**src/rtl/data_mem_arbiter.sv**
```systemverilog
// Round-robin arbiter/sequencer sharing one data-memory port between the CPU MEM stage and the debug unit.
// Optional alignment rejection is enabled by defining DATA_MEM_ALIGN_CHECK_EN.
module data_mem_arbiter #(
  parameter int NB_DATA    = 32,
  parameter int N_ADDRESS  = 64,
  parameter int NB_ADDRESS = $clog2(N_ADDRESS)
) (
  input  logic                  i_clk,
  input  logic                  i_rst_n,
  input  logic                  i_cpu_req,
  input  logic                  i_cpu_we,
  input  logic [NB_ADDRESS-1:0] i_cpu_addr,
  input  logic [NB_DATA-1:0]    i_cpu_wdata,
  input  logic [1:0]            i_cpu_size,
  output logic                  o_cpu_ack,
  output logic                  o_cpu_err,
  output logic [NB_DATA-1:0]    o_cpu_rdata,
  input  logic                  i_dbg_req,
  input  logic                  i_dbg_we,
  input  logic [NB_ADDRESS-1:0] i_dbg_addr,
  input  logic [NB_DATA-1:0]    i_dbg_wdata,
  input  logic [1:0]            i_dbg_size,
  output logic                  o_dbg_ack,
  output logic                  o_dbg_err,
  output logic [NB_DATA-1:0]    o_dbg_rdata,
  output logic                  o_mem_r_en,
  output logic                  o_mem_w_en,
  output logic [NB_ADDRESS-1:0] o_mem_addr,
  output logic [NB_DATA-1:0]    o_mem_w_data,
  output logic [1:0]            o_mem_addressing,
  input  logic [NB_DATA-1:0]    i_mem_r_data,
  output logic                  o_busy
);

  typedef enum logic [1:0] {IDLE = 2'd0, ACCESS = 2'd1, RESP = 2'd2} state_t;

  state_t                r_state;
  logic                  r_busy;
  logic                  r_last_dbg;
  logic                  r_gnt_dbg;
  logic                  r_err;
  logic                  r_mem_r_en;
  logic                  r_mem_w_en;
  logic [NB_ADDRESS-1:0] r_mem_addr;
  logic [NB_DATA-1:0]    r_mem_w_data;
  logic [1:0]            r_mem_size;
  logic                  r_cpu_ack;
  logic                  r_cpu_err;
  logic [NB_DATA-1:0]    r_cpu_rdata;
  logic                  r_dbg_ack;
  logic                  r_dbg_err;
  logic [NB_DATA-1:0]    r_dbg_rdata;

  logic                  w_any_req;
  logic                  w_grant_dbg;
  logic                  w_sel_we;
  logic [NB_ADDRESS-1:0] w_sel_addr;
  logic [NB_DATA-1:0]    w_sel_wdata;
  logic [1:0]            w_sel_size;
  logic                  w_sel_reject;

  function automatic logic f_reject(input logic [1:0] size, input logic [NB_ADDRESS-1:0] addr);
    logic rej;
    rej = (size == 2'b10);
`ifdef DATA_MEM_ALIGN_CHECK_EN
    if ((size == 2'b00) && (addr[1:0] != 2'b00)) begin
      rej = 1'b1;
    end else if ((size == 2'b01) && addr[0]) begin
      rej = 1'b1;
    end else begin
      rej = rej;
    end
`else
    rej = rej | (addr[0] & 1'b0);
`endif
    return rej;
  endfunction

  // Grant: lone requester wins; on a tie the port not granted last wins.
  always_comb begin
    w_grant_dbg = 1'b0;
    if (i_cpu_req && i_dbg_req) begin
      w_grant_dbg = ~r_last_dbg;
    end else begin
      w_grant_dbg = i_dbg_req;
    end
  end

  assign w_any_req    = i_cpu_req | i_dbg_req;
  assign w_sel_we     = w_grant_dbg ? i_dbg_we    : i_cpu_we;
  assign w_sel_addr   = w_grant_dbg ? i_dbg_addr  : i_cpu_addr;
  assign w_sel_wdata  = w_grant_dbg ? i_dbg_wdata : i_cpu_wdata;
  assign w_sel_size   = w_grant_dbg ? i_dbg_size  : i_cpu_size;
  assign w_sel_reject = f_reject(w_sel_size, w_sel_addr);

  // Sequencer FSM; memory strobes and acks are registered so reset clears them asynchronously.
  always_ff @(posedge i_clk or negedge i_rst_n) begin
    if (!i_rst_n) begin
      r_state      <= IDLE;
      r_busy       <= 1'b0;
      r_last_dbg   <= 1'b1;
      r_gnt_dbg    <= 1'b0;
      r_err        <= 1'b0;
      r_mem_r_en   <= 1'b0;
      r_mem_w_en   <= 1'b0;
      r_mem_addr   <= '0;
      r_mem_w_data <= '0;
      r_mem_size   <= 2'b00;
      r_cpu_ack    <= 1'b0;
      r_cpu_err    <= 1'b0;
      r_cpu_rdata  <= '0;
      r_dbg_ack    <= 1'b0;
      r_dbg_err    <= 1'b0;
      r_dbg_rdata  <= '0;
    end else begin
      case (r_state)
        IDLE: begin
          if (w_any_req) begin
            r_state      <= ACCESS;
            r_busy       <= 1'b1;
            r_gnt_dbg    <= w_grant_dbg;
            r_last_dbg   <= w_grant_dbg;
            r_err        <= w_sel_reject;
            r_mem_r_en   <= ~w_sel_we & ~w_sel_reject;
            r_mem_w_en   <= w_sel_we & ~w_sel_reject;
            r_mem_addr   <= w_sel_addr;
            r_mem_w_data <= w_sel_wdata;
            r_mem_size   <= w_sel_size;
          end
        end
        ACCESS: begin
          r_state      <= RESP;
          r_mem_r_en   <= 1'b0;
          r_mem_w_en   <= 1'b0;
          r_mem_addr   <= '0;
          r_mem_w_data <= '0;
          r_mem_size   <= 2'b00;
          // Writes and rejected accesses return zero data.
          if (r_gnt_dbg) begin
            r_dbg_ack   <= 1'b1;
            r_dbg_err   <= r_err;
            r_dbg_rdata <= r_mem_r_en ? i_mem_r_data : '0;
          end else begin
            r_cpu_ack   <= 1'b1;
            r_cpu_err   <= r_err;
            r_cpu_rdata <= r_mem_r_en ? i_mem_r_data : '0;
          end
        end
        RESP: begin
          r_state   <= IDLE;
          r_busy    <= 1'b0;
          r_cpu_ack <= 1'b0;
          r_cpu_err <= 1'b0;
          r_dbg_ack <= 1'b0;
          r_dbg_err <= 1'b0;
        end
        default: begin
          r_state <= IDLE;
          r_busy  <= 1'b0;
        end
      endcase
    end
  end

  assign o_cpu_ack        = r_cpu_ack;
  assign o_cpu_err        = r_cpu_err;
  assign o_cpu_rdata      = r_cpu_rdata;
  assign o_dbg_ack        = r_dbg_ack;
  assign o_dbg_err        = r_dbg_err;
  assign o_dbg_rdata      = r_dbg_rdata;
  assign o_mem_r_en       = r_mem_r_en;
  assign o_mem_w_en       = r_mem_w_en;
  assign o_mem_addr       = r_mem_addr;
  assign o_mem_w_data     = r_mem_w_data;
  assign o_mem_addressing = r_mem_size;
  assign o_busy           = r_busy;

endmodule

```
**config.mk**
```make
export PLATFORM = sky130hd
export DESIGN_NAME = data_mem_arbiter
export DESIGN_NICKNAME = d
export VERILOG_FILES = /design/src/rtl/data_mem_arbiter.sv
export SDC_FILE = /design/constraint.sdc
export NUM_CORES = 1
export LEC_CHECK = 0
export CAP_MARGIN = 20
export CORE_ASPECT_RATIO = 0.8
export CORE_UTILIZATION = 63
export CTS_CLUSTER_DIAMETER = 40
export DETAILED_ROUTE_END_ITERATION = 12
export DONT_BUFFER_PORTS = 1
export GPL_TIMING_DRIVEN = 0
export PLACE_DENSITY = 0.79
export SYNTH_ARGS = -nofsm -noshare
export SYNTH_HDL_FRONTEND = slang
export SYNTH_SLANG_ARGS = --single-unit
```
**constraint.sdc**
```tcl
create_clock -name i_clk -period 1.8 [get_ports i_clk]
set_input_delay 0.45 -clock i_clk [delete_from_list [all_inputs] [get_ports i_clk]]
set_output_delay 0.45 -clock i_clk [all_outputs]
set_load 0.02 [all_outputs]
```
# --- Yosys cells after proc, flatten, opt, wreduce, memory -nomap -nowiden ---
# Cells that the tools add are included.
totals:
  inputBits: 118
  mem_bits_rw: 0
  mem_count: 0
  regBits: 116
  output_inout_bits: 111
  romBits: 0
  latchBits: 0
classes:
  n_mux: 28
  div_mod_pow: 0
  bitwise: 8
  addsub: 0
  mul: 0
  magnitude_cmp: 0
  shifts: 0
  n_reduce_logical: 11
  n_eq_ne: 6
ops:
  columns: ["cell", "count"]
  rows:
  - ["$mux 32", 3]
  - ["$pmux 32 s2", 1]
  - ["$pmux 1 s2", 7]
  - ["$reduce_and 2->1", 7]
  - ["$mux 6", 2]
  - ["$pmux 6 s2", 1]
  - ["$mux 1", 9]
  - ["$pmux 2 s2", 2]
  - ["$mux 2", 3]
  - ["$ne 2x2->1 const B", 3]
  - ["$not 1->1", 5]
  - ["$eq 2x2->1 const B", 2]
  - ["$reduce_bool 2->1", 2]
  - ["$and 1x1->1", 2]
  - ["$eq 2x1->1 const B", 1]
  - ["$logic_not 2->1", 1]
  - ["$logic_and 1x1->1", 1]
  - ["$or 1x1->1", 1]

# --- Logic depth before layout (Yosys ltp) ---
# Gate-level depths: netlist (run 1).
depth:
  depth_word: 8
  depth_mapped: 7
  mapped_depth_nobuf: 4

# --- Least setup slack after synthesis (run 1) ---
# OpenSTA, ideal clock, no wires.
synth_path:
  path_kind: "input-to-reg"
  from: "input i_dbg_req"
  to: "register r_mem_w_data[10], in the netlist o_mem_w_data[10]"
  slack_ns: 0.523
  setup_ns: 0.132
  arrival_ns: 1.145
  cell_stages: 5
  n_path_buf: 2
  required_ns: 1.668
  path_cell_list: "a21boi_2 buf_6 buf_8 mux2i_1 o21ai_1"
synth_between:
  elab_chain_cells: 5
  word_cells_on_any_way: 8
  classes_between: "eq/ne: 1; mux: 4; bitwise: 1; reduce/logical: 2"
synth_rtl:
  columns: ["item", "line", "rtl"]
  rows:
  - ["from (decl)", "18", "input logic i_dbg_req,"]
  - ["$logic_and 1x1->1", "82", "if (i_cpu_req && i_dbg_req) begin"]
  - ["$mux 1", "82", null]
  - ["$mux 32", "92", "assign w_sel_wdata = w_grant_dbg ? i_dbg_wdata : i_cpu_wdata;"]
  - ["$mux 32", "118", "if (w_any_req) begin"]
  - ["$pmux 32 s2", "116", "case (r_state)"]
  - ["to (signal assigned)", "127", "r_mem_w_data <= w_sel_wdata;"]
  - ["to (decl)", "45", "logic [NB_DATA-1:0] r_mem_w_data;"]
# Several ways; a longest one is shown, not always the timed one. The select of a mux whose other input is x is not followed.
# A chain may end at the register's enable or synchronous reset.

# --- Final worst setup path (run 1) ---
layout_path:
  from: "register r_mem_r_en, in the netlist o_mem_r_en"
  to: "register r_dbg_rdata[11], in the netlist o_dbg_rdata[11]"
layout_between:
  elab_chain_cells: 1
layout_rtl:
  columns: ["item", "line", "rtl"]
  rows:
  - ["from (decl)", "42", "logic r_mem_r_en;"]
  - ["from (signal assigned)", "124", "r_mem_r_en <= ~w_sel_we & ~w_sel_reject;"]
  - ["$mux 32", "142", "r_dbg_rdata <= r_mem_r_en ? i_mem_r_data : '0;"]
  - ["to (signal assigned)", "142", null]
  - ["to (decl)", "52", "logic [NB_DATA-1:0] r_dbg_rdata;"]
# No other way between the ends.

==> metrics.txt, run 1 <==
# TYPE chip_impl_metric gauge
chip_impl_metric{name="count_of_flip_flops_with_a_built_in_enable_after_synthesis",unit=""} 0
chip_impl_metric{name="tightestPinTransition",unit="ps"} 495
chip_impl_metric{name="cts-buffers-inserted",unit=""} 17
chip_impl_metric{name="die_area",unit="sq um"} 8100
chip_impl_metric{name="clk-insertion-delay-late",unit="ps"} 500
chip_impl_metric{name="fp.dieH",unit="microns"} 80.7
chip_impl_metric{name="post-route-period-util",unit="%"} 95.3
chip_impl_metric{name="globalplace.congestion",unit=""} 0.811
chip_impl_info{name="synth_area_leaders",value="sky130_fd_sc_hd__dfrtp_1 (59%), sky130_fd_sc_hd__nand2_1 (11%), sky130_fd_sc_hd__mux2i_1 (8.6%)"} 1
chip_impl_metric{name="place_inst",unit=""} 580
chip_impl_metric{name="slowest_delay",unit="ps"} 490
chip_impl_metric{name="nets",unit=""} 612
chip_impl_metric{name="drc_errors",unit=""} 0
chip_impl_metric{name="max_cap_violations",unit=""} 0
chip_impl_metric{name="layoutNonFillerInstCount",unit=""} 610
chip_impl_metric{name="cts_max_level",unit=""} 4
chip_impl_metric{name="worst_slew_margin_rel",unit="%"} 67.0
chip_impl_metric{name="global_route.overflow_total",unit=""} 0
chip_impl_metric{name="postSynthAreaPerCell",unit="sq um"} 10.3
chip_impl_metric{name="via_count_of_the_first_global_routing_pass",unit=""} 3403
chip_impl_metric{name="worst_hold_slack",unit="ps"} -357
chip_impl_metric{name="post-dp-hpwl",unit="microns"} 8080
chip_impl_metric{name="post_drt_wl_per_cell",unit="microns"} 18.8
chip_impl_metric{name="syn_to_final_growth",unit="%"} 14.4
chip_impl_info{name="cts_tree",value="built"} 1
chip_impl_metric{name="io_pins",unit=""} 229
chip_impl_metric{name="synth.ff_latch_count",unit=""} 116
chip_impl_metric{name="dr_total_vias",unit=""} 3571
chip_impl_metric{name="dieWidth",unit="microns"} 100
chip_impl_info{name="critical_path.cell_chain",value="clkbuf_1 > clkbuf_1 > nand2_1 > o21ai_0"} 1
chip_impl_metric{name="totalWireLength",unit="microns"} 11500
chip_impl_info{name="hold_class",value="in2async"} 1
chip_impl_info{name="critical_path.startpoint_type",value="register"} 1
chip_impl_info{name="clockRootBuffer",value="sky130_fd_sc_hd__clkbuf_8"} 1
chip_impl_metric{name="postPlaceCellArea",unit="sq um"} 5010
chip_impl_metric{name="fin_tns_setup",unit="ps"} 0
chip_impl_metric{name="fp.coreArea",unit="sq um"} 7460
chip_impl_metric{name="synth_sequential_area_ratio",unit="%"} 59.5
chip_impl_info{name="yosysMostFrequentCell",value="sky130_fd_sc_hd__nand2_1"} 1
chip_impl_metric{name="critical_path_arrival",unit="ps"} 2120
chip_impl_metric{name="post_route_cells_drive_above_1_share",unit="%"} 12.5
chip_impl_metric{name="antenna_found_initial",unit=""} 0
chip_impl_metric{name="clkTransAtPathRegs",unit="ps"} 60
chip_impl_info{name="synth.largest_area_cell",value="sky130_fd_sc_hd__dfrtp_1"} 1
chip_impl_metric{name="fp-row-count",unit=""} 28
chip_impl_metric{name="num_antenna_cells",unit=""} 0
chip_impl_metric{name="yosys_warnings",unit=""} 0
chip_impl_metric{name="start_util",unit="%"} 65.4
chip_impl_metric{name="ys_async_sr_fraction",unit="%"} 100
chip_impl_info{name="cp_slowest_cell",value="sky130_fd_sc_hd__dfrtp_1"} 1
chip_impl_info{name="violations",value="hold timing"} 1
chip_impl_metric{name="timing.critical_path.required",unit="ps"} 2200
chip_impl_metric{name="setup_violations",unit=""} 0
chip_impl_metric{name="fmax",unit="MHz"} 583
chip_impl_metric{name="drt_pass1_iterations",unit=""} 5
chip_impl_info{name="rr_endpoint",value="o_dbg_rdata[11]"} 1
chip_impl_metric{name="cellPowerDensity",unit="nW/um^2"} 2120
chip_impl_metric{name="p_leak",unit="nW"} 2.54
chip_impl_info{name="run_status",value="finished with violations"} 1
chip_impl_metric{name="netlist-cell-type-count",unit=""} 27
chip_impl_metric{name="mapped_nets",unit=""} 593
chip_impl_metric{name="synth_area",unit="sq um"} 4880
chip_impl_info{name="worst_r2r_startpoint",value="o_mem_r_en"} 1
chip_impl_metric{name="drt_iter0_markers",unit=""} 162
chip_impl_metric{name="min_period",unit="ps"} 1720
chip_impl_metric{name="grt_start_max_net_pins",unit=""} 117
chip_impl_info{name="worstSetupPathType",value="reg2reg"} 1
chip_impl_metric{name="clock_tree.buffer_depth",unit=""} 2
chip_impl_metric{name="final_area",unit="sq um"} 5580
chip_impl_metric{name="grt_pass1_wl",unit="microns"} 17400
chip_impl_metric{name="synth_top_cell_area_share",unit="%"} 59.0
chip_impl_info{name="critPathMostFrequentCell",value="sky130_fd_sc_hd__clkbuf_1"} 1
chip_impl_metric{name="final_antenna_net_count",unit=""} 0
chip_impl_metric{name="globalRouteTotalUtil",unit="%"} 28.6
chip_impl_info{name="ys_dominant_reg_cell",value="sky130_fd_sc_hd__dfrtp_1"} 1
chip_impl_metric{name="final-hold-violation-count",unit=""} 116
chip_impl_metric{name="clock-skew-final",unit="ps"} 7.73
chip_impl_metric{name="drt-vias-per-instance",unit=""} 5.85
chip_impl_metric{name="number_of_cell_instances_on_the_worst_register_to_register_path",unit=""} 4
chip_impl_metric{name="vdd_ir_drop_max",unit="V"} 0.00115
chip_impl_info{name="timing.critical_path.to_type",value="register"} 1
chip_impl_metric{name="cts_num_sinks",unit=""} 116
chip_impl_metric{name="synth_cells",unit=""} 475
chip_impl_info{name="post_synth_most_frequent_cells",value="sky130_fd_sc_hd__nand2_1 (141), sky130_fd_sc_hd__dfrtp_1 (115), sky130_fd_sc_hd__o21ai_1 (81), sky130_fd_sc_hd__mux2i_1 (42), sky130_fd_sc_hd__o21ai_0 (32)"} 1
chip_impl_metric{name="final-max-slew-violation-count",unit=""} 0
chip_impl_info{name="rsz0062_at_grt",value="no"} 1
chip_impl_metric{name="critical_path.max_fanout",unit=""} 10
chip_impl_metric{name="port_buffers",unit=""} 0
chip_impl_metric{name="r2r_setup_slack",unit="ps"} 80
stage by stage:
step | power (mW) | util, % | setup WS (ps)
final | 11.8 | 74.8 | 84.0
after global routing | 12.4 | 74.8 | 9.72
after CTS | 11.9 | 74.7 | 72.0
after detailed placement | 8.62 | 67.1 | 142
after global placement | 8.46 | 67.1 | 227
after floorplan | 7.76 | - | 523
sequential cells by signal, summed over array words and instances, names as in the netlist, 2 cells and up:
register / cells
o_cpu_rdata: 32
o_dbg_rdata: 32
o_mem_addr: 6
o_mem_addressing: 2
o_mem_w_data: 32
r_state: 2
kinds of logic after synthesis:
| group | synth area share (%) |
|---|---|
| compound gates | 12.8 |
| mux | 8.62 |
| buf+inv | 6.00 |
| simple gates | 13.0 |
| flops | 59.5 |
area by class of cell:
cell class | count | area [sq um]
fillers | 523 | 1880
clock buffers | 19 | 432
well taps | 105 | 131
flip-flops and latches | 116 | 2900
multi-input cells | 321 | 1680
inverters | 4 | 15.0
clock inverters | 11 | 136
plain buffers | 34 | 279
critical path: cells and delay by family, from the launching register on:
family                 cells  cell delay [ps]
buffers and inverters      2              730
AOI/OAI and AO/OA          1              230
and+or+nand+nor            1              170
DFF                        1              490
how the worst max path moves through the flow:
stage | startpoint | endpoint | depth (start not counted)
2_1_floorplan | i_dbg_req | o_mem_w_data[10] | 5
3_3_place_gp | o_mem_r_en | o_dbg_rdata[14] | 4
3_5_place_dp | o_mem_r_en | o_dbg_rdata[11] | 4
4_1_cts | o_mem_r_en | o_dbg_rdata[11] | 4
5_1_grt | o_mem_r_en | o_dbg_rdata[11] | 4
6_report | o_mem_r_en | o_dbg_rdata[11] | 4
cells in the final DEF (no fill, tap or decap), drive strengths merged:
| cell type | instances |
|---|---|
| a21boi | 1 |
| a21oi | 3 |
| a22o | 1 |
| a31oi | 2 |
| buf | 26 |
| bufinv | 3 |
| clkbuf | 27 |
| clkinv | 7 |
| clkinvlp | 1 |
| dfrtp | 115 |
| dfstp | 1 |
| inv | 4 |
| mux2i | 42 |
| nand2 | 142 |
| nand2b | 1 |
| nor2 | 3 |
| nor2b | 7 |
| nor3 | 2 |
| nor3b | 1 |
| o21ai | 113 |
| o22ai | 2 |
| or2 | 1 |
layer usage:
layer	up-vias	global-route usage (%)	wire [microns]
met5	-	0	0
li1	1629	-	-
met4	0	12.5	189
met2	178	45.1	5730
met1	1746	36.2	4510
met3	18	10.0	1050
timing repair:
action	4_1_cts	5_1_grt
buffers inserted	0	0
endpoints found under the hold margin	116	116
setup endpoints to repair	0	5
resized for setup	0	3
report_power, final:
group | leakage, nW | switching [mW] | internal (mW)
Combinational | 0.722 | 1.68 | 1.06
Clock | 0.283 | 1.10 | 2.11
Sequential | 1.53 | 2.15 | 3.71
Total | 2.54 | 4.93 | 6.89
Power figures use the tool's default switching activity.
==> run 2, diff against run 1 <==
==> config.mk (replaced) <==
export PLATFORM = sky130hd
export DESIGN_NAME = data_mem_arbiter
export DESIGN_NICKNAME = d
export VERILOG_FILES = /design/src/rtl/data_mem_arbiter.sv
export SDC_FILE = /design/constraint.sdc
export NUM_CORES = 1
export LEC_CHECK = 0
export BUFFER_PORTS_ARGS = -buffer_cell sky130_fd_sc_hd__buf_4
export CAP_MARGIN = 20
export CORE_ASPECT_RATIO = 0.8
export CORE_UTILIZATION = 50
export CTS_CLUSTER_DIAMETER = 40
export DETAILED_ROUTE_END_ITERATION = 12
export GPL_TIMING_DRIVEN = 0
export PLACE_DENSITY = 0.85
export SYNTH_ARGS = -nofsm -noshare
export SYNTH_HDL_FRONTEND = slang
export SYNTH_SLANG_ARGS = --single-unit
==> run 2 against run 1 <==
Effect of this change:
- the run now ends clean
- non-clock buffer count grew 229
- sequential cell count is the same
- sequential power shrank 25%
- critical path depth is the same
- hold slack gained 410 ps
- routed wire length grew 22%
- die area grew 25%
- fmax grew 10%
- core utilization grew 4.5 points
- worst setup slack gained 160 ps
- final cell count grew 40%
- count of clock-buffer cells in the layout grew 1
- largest power group is now combinational cells
- highest routed layer unchanged
==> metrics.txt, run 2 (synthesis results as in run 1) <==
# TYPE chip_impl_metric gauge
chip_impl_metric{name="comb_power_share",unit="%"} 44.2
chip_impl_info{name="commonest_cells_after_routing_fill_and_taps_aside",value="sky130_fd_sc_hd__buf_4 (232), sky130_fd_sc_hd__nand2_1 (141), sky130_fd_sc_hd__dfrtp_1 (115)"} 1
chip_impl_metric{name="post_route_cells_drive_above_1_share",unit="%"} 39.8
chip_impl_metric{name="dr_total_vias",unit=""} 4520
chip_impl_metric{name="multi_input_comb_area",unit="sq um"} 1680
chip_impl_metric{name="cts-hold-fix-buffers",unit=""} 0
chip_impl_metric{name="final_antenna_net_count",unit=""} 0
chip_impl_metric{name="number_of_cell_instances_on_the_worst_register_to_register_path",unit=""} 4
chip_impl_metric{name="worst_hold_slack",unit="ps"} 49.7
chip_impl_metric{name="globalplace.congestion",unit=""} 0.810
chip_impl_metric{name="post_drt_wl_per_cell",unit="microns"} 16.4
chip_impl_metric{name="fin_tns_setup",unit="ps"} 0
chip_impl_metric{name="layout.filler_cells",unit=""} 592
chip_impl_metric{name="drt-vias-per-instance",unit=""} 5.31
chip_impl_metric{name="critical_path_arrival",unit="ps"} 1850
chip_impl_metric{name="fp-row-count",unit=""} 31
chip_impl_info{name="worstSetupPathType",value="reg2reg"} 1
chip_impl_metric{name="post-dp-hpwl",unit="microns"} 10200
chip_impl_metric{name="globalRouteTotalUtil",unit="%"} 28.5
chip_impl_metric{name="r2r_setup_slack",unit="ps"} 240
chip_impl_metric{name="critical_path.max_fanout",unit=""} 10
chip_impl_metric{name="met2RoutedLength",unit="microns"} 7280
chip_impl_metric{name="fp.dieH",unit="microns"} 90.4
chip_impl_info{name="maxUsedRoutingLayer",value="met4"} 1
chip_impl_metric{name="tightestPinTransition",unit="ps"} 583
chip_impl_metric{name="vdd_ir_drop_max",unit="V"} 0.000878
chip_impl_metric{name="nets",unit=""} 841
chip_impl_metric{name="p_leak",unit="nW"} 3.69
chip_impl_info{name="rsz0062_at_grt",value="no"} 1
chip_impl_info{name="critical_path.startpoint_type",value="register"} 1
chip_impl_metric{name="met3WireLength",unit="microns"} 1070
chip_impl_metric{name="cts_max_level",unit=""} 4
chip_impl_metric{name="postCtsResizedCells",unit=""} 0
chip_impl_metric{name="antenna_found_initial",unit=""} 0
chip_impl_metric{name="register_area",unit="sq um"} 2900
chip_impl_metric{name="setup_violations",unit=""} 0
chip_impl_metric{name="cts-buffers-inserted",unit=""} 17
chip_impl_metric{name="grt_pass1_wl",unit="microns"} 22300
chip_impl_info{name="run_status",value="finished clean"} 1
chip_impl_metric{name="fp.coreArea",unit="sq um"} 9270
chip_impl_metric{name="post-route-period-util",unit="%"} 86.4
chip_impl_metric{name="drc_errors",unit=""} 0
chip_impl_metric{name="cts_num_sinks",unit=""} 116
chip_impl_metric{name="max_cap_violations",unit=""} 0
chip_impl_info{name="mostFrequentLayoutCell",value="sky130_fd_sc_hd__buf_4"} 1
chip_impl_metric{name="postCtsSetupBuffers",unit=""} 0
chip_impl_metric{name="clock-skew-final",unit="ps"} 7.85
chip_impl_metric{name="power.clock.fraction",unit="%"} 23.8
chip_impl_metric{name="power.net_switching",unit="mW"} 5.50
chip_impl_metric{name="clock_tree.buffer_depth",unit=""} 2
chip_impl_metric{name="die_area",unit="sq um"} 10200
chip_impl_metric{name="io_pins",unit=""} 229
chip_impl_metric{name="start_util",unit="%"} 52.6
chip_impl_info{name="timing.critical_path.to_type",value="register"} 1
chip_impl_metric{name="global_route.overflow_total",unit=""} 0
chip_impl_metric{name="totalWireLength",unit="microns"} 14000
chip_impl_metric{name="via_count_of_the_first_global_routing_pass",unit=""} 4472
chip_impl_metric{name="final-hold-violation-count",unit=""} 0
chip_impl_metric{name="worst_slew_margin_rel",unit="%"} 61.1
chip_impl_metric{name="drt_pass1_iterations",unit=""} 5
chip_impl_metric{name="internal-power",unit="mW"} 8.32
chip_impl_metric{name="drt_iter0_markers",unit=""} 311
chip_impl_metric{name="syn_to_final_growth",unit="%"} 50.7
chip_impl_metric{name="sequentialPowerShare",unit="%"} 31.9
chip_impl_metric{name="min_period",unit="ps"} 1560
chip_impl_metric{name="port_buffers",unit=""} 228
chip_impl_metric{name="clk-insertion-delay-late",unit="ps"} 400
chip_impl_metric{name="clkTransAtPathRegs",unit="ps"} 50
chip_impl_metric{name="p_sw_share",unit="%"} 39.8
chip_impl_metric{name="fmax",unit="MHz"} 643
chip_impl_metric{name="met1Wirelength",unit="microns"} 5390
chip_impl_metric{name="timing.critical_path.required",unit="ps"} 2100
chip_impl_info{name="hold_class",value="in2async"} 1
chip_impl_info{name="clockRootBuffer",value="sky130_fd_sc_hd__clkbuf_16"} 1
chip_impl_info{name="cts_tree",value="built"} 1
chip_impl_metric{name="num_antenna_cells",unit=""} 0
chip_impl_metric{name="dieWidth",unit="microns"} 112
chip_impl_metric{name="grt_start_max_net_pins",unit=""} 73
chip_impl_metric{name="cellPowerDensity",unit="nW/um^2"} 1880
chip_impl_metric{name="final-max-slew-violation-count",unit=""} 0
-- run 2: changes by cell type in the layout (fill, tap and decap cells not counted), sizes merged --
cell / delta
buf: +228
bufinv: -1
clkbuf: +2
clkinvlp: +3
clkinv: -1
-- run 2: worst paths after layout --
check | from | end
worst max-delay path | o_mem_r_en | o_dbg_rdata[6]
min in group i_clk | i_cpu_req | r_last_dbg
worst min register to register | o_dbg_rdata[29] | o_dbg_rdata[29]
max in group asynchronous | i_rst_n | r_last_dbg
worst max register to register | o_mem_r_en | o_dbg_rdata[6]
worst min-delay path | i_rst_n | o_cpu_rdata[6]
-- run 2: power groups by stage --
stage	combinational, mW	sequential (mW)	clock, mW
detailed placement	6.11	4.41	0
CTS	6.14	4.40	3.33
global route	6.55	4.53	3.45
global placement	5.97	4.36	0
floorplan	2.16	5.60	0
finish	6.11	4.41	3.30
-- run 2: metal layers --
layer	GRT usage [%]	up-vias
li1	-	2093
met1	34.1	2190
met2	50.2	215
met3	7.65	22
met4	8.67	0
met5	0	-
-- run 2: critical path, stage by stage (launching register included) --
cell                       delay [ps]
sky130_fd_sc_hd__dfrtp_1          350
sky130_fd_sc_hd__clkbuf_1         280
sky130_fd_sc_hd__clkbuf_1         410
sky130_fd_sc_hd__nand2_1          160
sky130_fd_sc_hd__o21ai_0          250
-- run 2: area by class of cell --
class	count	share of cell area [%]
Timing Repair Buffer	229	23.7
Buffer	34	3.78
Multi-Input combinational cell	321	22.9
Sequential cell	116	39.5
Clock inverter	12	1.79
Tap cell	115	1.96
Clock buffer	20	6.21
Inverter	4	0.204
-- run 2: metrics by stage --
step / instances / total power [mW] / cell area [sq um] / worst slack [ps] / utilization, %
CTS: 851 / 13.9 / 7350 / 217 / 79.3
global route: 851 / 14.5 / 7350 / 138 / 79.3
detailed placement: 819 / 10.5 / 6760 / 225 / 72.9
finish: 851 / 13.8 / 7350 / 245 / 79.3
global placement: 818 / 10.3 / 6730 / 76.9 / 72.6
floorplan: 475 / 7.76 / 4880 / 523 / -
